### src/rtl/dca_matrix_mru_store.sv
// dca_matrix_mru_store
// Accepts blocked step instructions. A store step reads one matrix register,
// optionally transposes it, and queues the result in a small FIFO. The FIFO
// head is offered to LSU0 with a valid/ready handshake. A last-flagged step
// drains all outstanding work and then pulses done for one cycle.
//
// Ports
//   clk, rst        clock, asynchronous active-high reset
//   clear           synchronous flush of all state
//   inst_valid/inst step instruction {last, opcode}
//   inst_ready      instruction accepted when inst_valid & inst_ready
//   mreg_rreq       matrix-register read strobe (same cycle as acceptance)
//   mreg_rdata      matrix read data, valid the cycle after mreg_rreq
//   lsu_wvalid/lsu_wdata/lsu_wready   store-data handshake toward LSU0
//   busy            instruction, read or FIFO entry outstanding
//   done            one-cycle pulse when a last-flagged sequence completes
//
// FSM states
//   ST_RUN   | accepting instructions
//   ST_DRAIN | last step accepted, waiting for reads and FIFO to empty
//   ST_FIN   | done pulse, return to ST_RUN next cycle
module dca_matrix_mru_store #(
    parameter int MATRIX_MAX_DIM                 = 4,
    parameter int BW_TENSOR_SCALAR               = 8,
    parameter int FIFO_DEPTH                     = 4,
    parameter int BW_DCA_MRU_OPCODE              = 4,
    parameter int DCA_MRU_OPCODE_INDEX_LSU0_REQ  = 0,
    parameter int DCA_MRU_OPCODE_INDEX_TRANSPOSE = 1,
    localparam int BW_TENSOR_MATRIX     = MATRIX_MAX_DIM * MATRIX_MAX_DIM * BW_TENSOR_SCALAR,
    localparam int BW_BLOCKED_STEP_INST = BW_DCA_MRU_OPCODE + 1
) (
    input  logic                            clk,
    input  logic                            rst,
    input  logic                            clear,
    input  logic                            inst_valid,
    input  logic [BW_BLOCKED_STEP_INST-1:0] inst,
    output logic                            inst_ready,
    output logic                            mreg_rreq,
    input  logic [BW_TENSOR_MATRIX-1:0]     mreg_rdata,
    output logic                            lsu_wvalid,
    output logic [BW_TENSOR_MATRIX-1:0]     lsu_wdata,
    input  logic                            lsu_wready,
    output logic                            busy,
    output logic                            done
);

    localparam int PW = (FIFO_DEPTH > 1) ? $clog2(FIFO_DEPTH) : 1;
    localparam int CW = PW + 1;

    typedef enum logic [1:0] {
        ST_RUN   = 2'd0,
        ST_DRAIN = 2'd1,
        ST_FIN   = 2'd2
    } state_t;

    state_t                      state_q;
    logic [CW-1:0]               count_q, count_d;
    logic [PW-1:0]               wr_ptr_q, wr_ptr_d;
    logic [PW-1:0]               rd_ptr_q, rd_ptr_d;
    logic                        inflight_q, inflight_d;
    logic                        tr_q, tr_d;
    logic [BW_TENSOR_MATRIX-1:0] mem_q [FIFO_DEPTH];
    logic [BW_TENSOR_MATRIX-1:0] push_data;

    logic inst_last;
    logic inst_store;
    logic inst_tr;
    logic inst_unused;
    logic space;
    logic accept;
    logic push;
    logic pop;

    assign inst_last   = inst[BW_DCA_MRU_OPCODE];
    assign inst_store  = inst[DCA_MRU_OPCODE_INDEX_LSU0_REQ];
    assign inst_tr     = inst[DCA_MRU_OPCODE_INDEX_TRANSPOSE];
    // Remaining opcode bits carry no meaning for this block.
    assign inst_unused = ^inst;

    // A read in flight already owns a FIFO slot, so it is counted as occupied.
    assign space = ({1'b0, count_q} + {{CW{1'b0}}, inflight_q}) < (CW + 1)'(FIFO_DEPTH);

    // Non-store steps need no FIFO slot, so they are not held off by a full FIFO.
    assign inst_ready = (state_q == ST_RUN) & ~clear & (space | (inst_valid & ~inst_store));
    assign accept     = inst_valid & inst_ready;
    assign mreg_rreq  = accept & inst_store;

    assign push = inflight_q;
    assign pop  = lsu_wvalid & lsu_wready;

    assign lsu_wvalid = (count_q != '0);
    assign lsu_wdata  = mem_q[rd_ptr_q];
    assign busy       = (state_q != ST_RUN) | inflight_q | (count_q != '0);
    assign done       = (state_q == ST_FIN);

    always_comb begin
        push_data = '0;
        for (int r = 0; r < MATRIX_MAX_DIM; r++) begin
            for (int c = 0; c < MATRIX_MAX_DIM; c++) begin
                if (tr_q) begin
                    push_data[(r*MATRIX_MAX_DIM+c+1)*BW_TENSOR_SCALAR-1 -: BW_TENSOR_SCALAR] =
                        mreg_rdata[(c*MATRIX_MAX_DIM+r+1)*BW_TENSOR_SCALAR-1 -: BW_TENSOR_SCALAR];
                end else begin
                    push_data[(r*MATRIX_MAX_DIM+c+1)*BW_TENSOR_SCALAR-1 -: BW_TENSOR_SCALAR] =
                        mreg_rdata[(r*MATRIX_MAX_DIM+c+1)*BW_TENSOR_SCALAR-1 -: BW_TENSOR_SCALAR];
                end
            end
        end
    end

    always_comb begin
        count_d = count_q;
        if (push && !pop) begin
            count_d = count_q + CW'(1);
        end else if (!push && pop) begin
            count_d = count_q - CW'(1);
        end
        wr_ptr_d   = push ? wr_ptr_q + PW'(1) : wr_ptr_q;
        rd_ptr_d   = pop  ? rd_ptr_q + PW'(1) : rd_ptr_q;
        inflight_d = mreg_rreq;
        tr_d       = mreg_rreq ? inst_tr : tr_q;
    end

    // Storage is not reset; only the pointers and count define what is valid.
    always_ff @(posedge clk) begin
        if (push) begin
            mem_q[wr_ptr_q] <= push_data;
        end
    end

    always_ff @(posedge clk or posedge rst) begin
        if (rst) begin
            state_q    <= ST_RUN;
            count_q    <= '0;
            wr_ptr_q   <= '0;
            rd_ptr_q   <= '0;
            inflight_q <= 1'b0;
            tr_q       <= 1'b0;
        end else if (clear) begin
            state_q    <= ST_RUN;
            count_q    <= '0;
            wr_ptr_q   <= '0;
            rd_ptr_q   <= '0;
            inflight_q <= 1'b0;
            tr_q       <= 1'b0;
        end else begin
            count_q    <= count_d;
            wr_ptr_q   <= wr_ptr_d;
            rd_ptr_q   <= rd_ptr_d;
            inflight_q <= inflight_d;
            tr_q       <= tr_d;
            case (state_q)
                ST_RUN: begin
                    if (accept && inst_last) begin
                        state_q <= ST_DRAIN;
                    end
                end
                // Checks the registered occupancy, so the final pop is fully
                // retired before done is raised.
                ST_DRAIN: begin
                    if (count_q == '0 && !inflight_q) begin
                        state_q <= ST_FIN;
                    end
                end
                ST_FIN: begin
                    state_q <= ST_RUN;
                end
                default: begin
                    state_q <= ST_RUN;
                end
            endcase
        end
    end

endmodule
### config.mk
export PLATFORM = sky130hd
export DESIGN_NAME = dca_matrix_mru_store
export DESIGN_NICKNAME = d
export VERILOG_FILES = /design/src/rtl/dca_matrix_mru_store.sv
export SDC_FILE = /design/constraint.sdc
export NUM_CORES = 1
export LEC_CHECK = 0
export ABC_CLOCK_PERIOD_IN_PS = 4570
export CELL_PAD_IN_SITES_DETAIL_PLACEMENT = 1
export CELL_PAD_IN_SITES_GLOBAL_PLACEMENT = 1
export CORE_ASPECT_RATIO = 0.5
export CORE_MARGIN = 2
export CORE_UTILIZATION = 48
export DETAILED_ROUTE_END_ITERATION = 10
export PLACE_DENSITY_LB_ADDON = 0.1
export SETUP_SLACK_MARGIN = 0.15
export SLEW_MARGIN = 20
export SYNTH_ARGS = -nofsm -noshare
export SYNTH_HDL_FRONTEND = slang
export SYNTH_SLANG_ARGS = --single-unit
### constraint.sdc
create_clock -name clk -period 4.57 [get_ports clk]
set_input_delay 0.6855 -clock clk [delete_from_list [all_inputs] [get_ports clk]]
set_output_delay 0.6855 -clock clk [all_outputs]
set_load 0.01 [all_outputs]
==> impl_results.md <==
- Critical path class: register to output port
- RePlAce Congestion: 0.7241
- Total grt overflow: 0
- Initial antenna violation count: 2
- Final wirelength: 41.02 mm
- PnR Total Power: 0.01226 W
- TritonCTS buffer count: 47
- Clock slew at reported path FFs: 70 ps
- Syn Inst Count: 848
- Register area share after synthesis: 77.01%
- Overall routing resource usage: 19.08%
- Post-CTS Setup Inserts: 0
- Synth warnings: 0
- Status: finished, final reports clean
- Commonest non-fill, non-tap cell in the layout: edfxtp_1
- Drt first-iter violations: 447
- Slowest CP cell: dfrtp_4
- Finished Core Util: 59.88%
- Mean post-synth cell area: 23.96 sq um
- Final setup viols: 0
- Sequential cell area: 15660 sq um
- Critical-path cell list: buf_4, mux4_2, clkdlybuf4s50_1
- RSZ-0062 raised after global routing: false
- Worst-margin pin slew: 994.8 ps
- Area of the multi-input gates: 4370 sq um
- Fin nets: 1281
- P_sw: 0.003026 W
- Die area: 44100 sq um
- CTS tree: yes
- Final TNS setup: 0 ps
- Final worst setup slack: 998.6 ps
- I/O pins: 271
- Type of origin of the critical path: register
- Die X: 295.0 microns
- Row count: 53
- PD cells: 489.4 nW/um^2
- WL per Instance: 23.41 microns
- Clock power frac: 29.8%
- Clock insertion delay at the later pin of the skew report: 550 ps
- WP data required: 3880 ps
- Synth Register Bits: 523
- Lkg Pwr: 7.774 nW
- Initial Utilization: 48.56%
- Pin count of the biggest net entering global routing: 67
- Post-CTS Hold Fix Bufs: 0
- Cell variety after synth: 38
- Int Power: 0.009238 W
- Vias in the first global route: 10720
- Crit Path Max Fanout: 25
- Global-route wire length before repair: 62.84 mm
- Max-slew headroom: 33.68%
- Logic pwr share: 24.3%
- Fin. max-slew vios: 0
- Min-Delay Path Class: primary input to async pin
- Core box area: 41840 sq um
- P&R area growth vs syn: 23.31%
- Layout cells sized above 1: 26.54%
- Seq pwr share: 45.9%
- Placed cell count: 1666
- Crit end category: output port
- # H-tree levels: 2
- Longest Clk Path Bufs: 3
- Post-route insts no fill: 1752
- Final min period: 3571 ps
- Period utilization: 78.15%
- Drt pass-1 iters: 4
- Switching share of power: 24.67%
- Vias: 9427
- DRC: 0
- Root Buffer: clkbuf_16
- Fmax: 280.0 MHz
- Hold Vio Cnt, Final: 0
- Die Span Y: 149.5 microns
- Most frequent cells in the layout: edfxtp_1 (512), clkdlybuf4s50_1 (268), mux4_2 (128), mux2_2 (99), clkbuf_16 (47)
- Skew final: 15.82 ps
- Pre-CTS WS: 1093 ps
- Sink Count: 523
- HPWL Detailed: 24.65 mm
- Layout filler cell count: 3474
- Routed Antenna Nets: 0
- Cell Area, Synth: 20320 sq um
- Max VDD drop: 0.2795 mV
- Max incr delay on CP: 770 ps
- Resize count post-CTS: 0
- Max-cap viol count: 0
- Vias per Instance: 5.381
- IO buf count: 268
- Syn Nets: 991
- Crit path DAT: 2890 ps
-- final timing paths --
kind | slack [ps] | start | to | cells past startpoint
setup / recovery | 1000 | rd_ptr_q[0]$_DFFE_PP0P_ | lsu_wdata[118] | 3
setup reg to reg | 2130 | inflight_q$_DFF_PP0_ | mem_q[1][46]$_DFFE_PP_ | 2
hold reg to reg | 610 | wr_ptr_q[1]$_DFFE_PP0P_ | wr_ptr_q[1]$_DFFE_PP0P_ | 2
hold / removal | 450 | rst | wr_ptr_q[0]$_DFFE_PP0P_ | 2
max in group asynchronous | 3790 | rst | tr_q$_DFFE_PP0P_ | 2
min in group clk | 610 | wr_ptr_q[1]$_DFFE_PP0P_ | wr_ptr_q[1]$_DFFE_PP0P_ | 2
-- area by class of cell --
| type | instances | area share [%] |
|---|---|---|
| flip-flops and latches | 523 | 62.50 |
| multi-input cells | 277 | 17.44 |
| repair buffers | 283 | 11.55 |
| clock buffers | 64 | 4.948 |
| well taps | 577 | 2.881 |
| clock inverters | 19 | 0.5543 |
| inverters | 6 | 0.08988 |
| diodes | 3 | 0.02996 |
-- cells in the mapped netlist, drive strengths merged --
library cell / number / area [sq um]
inv: 6 / 22.52
or3: 1 / 7.510
nand4b: 1 / 8.760
and2: 5 / 32.53
nand4: 1 / 6.260
mux2i: 1 / 10.01
and3: 2 / 13.77
nand2: 3 / 11.26
nor4b: 1 / 8.760
or4b: 1 / 10.01
edfxtp: 512 / 15370
clkbuf: 3 / 21.27
nor4: 1 / 6.260
xor2: 3 / 33.79
dfrtp: 11 / 275.3
a31oi: 1 / 6.260
nor3: 1 / 5.000
xnor2: 1 / 8.760
o31ai: 1 / 21.27
mux4: 128 / 2883
o22ai: 1 / 6.260
nand3: 1 / 5.000
a21oi: 1 / 5.000
nand2b: 1 / 6.260
nor2: 12 / 45.04
fa: 1 / 20.02
ha: 4 / 50.05
mux2: 99 / 1115
nor2b: 3 / 18.77
or4: 1 / 7.510
o311ai: 1 / 8.760
buf: 39 / 266.5
-- kinds of logic after synthesis --
family,synth area share [%]
AOI/OAI and AO/OA,0.2340
xor gates and xnor gates,0.2094
adders and majority gates,0.3448
and+or+nand+nor,0.9483
DFF,77.01
muxes,19.72
buffers and inverters,1.527
-- power groups by stage --
| stage | sequential, W | combinational (W) | clock (W) |
|---|---|---|---|
| after detailed placement | 0.00574 | 0.00305 | 0 |
| after global placement | 0.00573 | 0.00302 | 0 |
| final | 0.00562 | 0.00298 | 0.00365 |
| after global routing | 0.00565 | 0.00319 | 0.00393 |
| after floorplan | 0.00561 | 0.00184 | 0 |
| after CTS | 0.00563 | 0.00307 | 0.00377 |
-- worst max-delay path, delay by kind of cell, from the launching register on --
family,cells,cell delay [ps]
multiplexers,1,600
flip-flops,1,770
buffers and inverters,2,960
-- flip-flops by register name, summed over array words and instances, names as in the netlist --
name,cells
count_q,3
rd_ptr_q,2
mem_q,512
state_q,2
tr_q,1
wr_ptr_q,2
inflight_q,1
-- layer usage --
metal	global-route usage [%]	vias to the layer above	routed length, microns
li1	-	4168	-
met1	24.18	5043	16340
met2	34.15	164	22220
met3	3.639	52	1689
met4	4.821	0	771
met5	0	-	0
-- metrics by stage --
step,hold WS (ps),cell area (sq um)
detailed placement,609.1,23670
global placement,564.1,23670
global route,478.0,25060
finish,447.6,25060
floorplan,537.9,20320
CTS,435.7,25050
No activity file was read; power rests on OpenSTA's default activity.
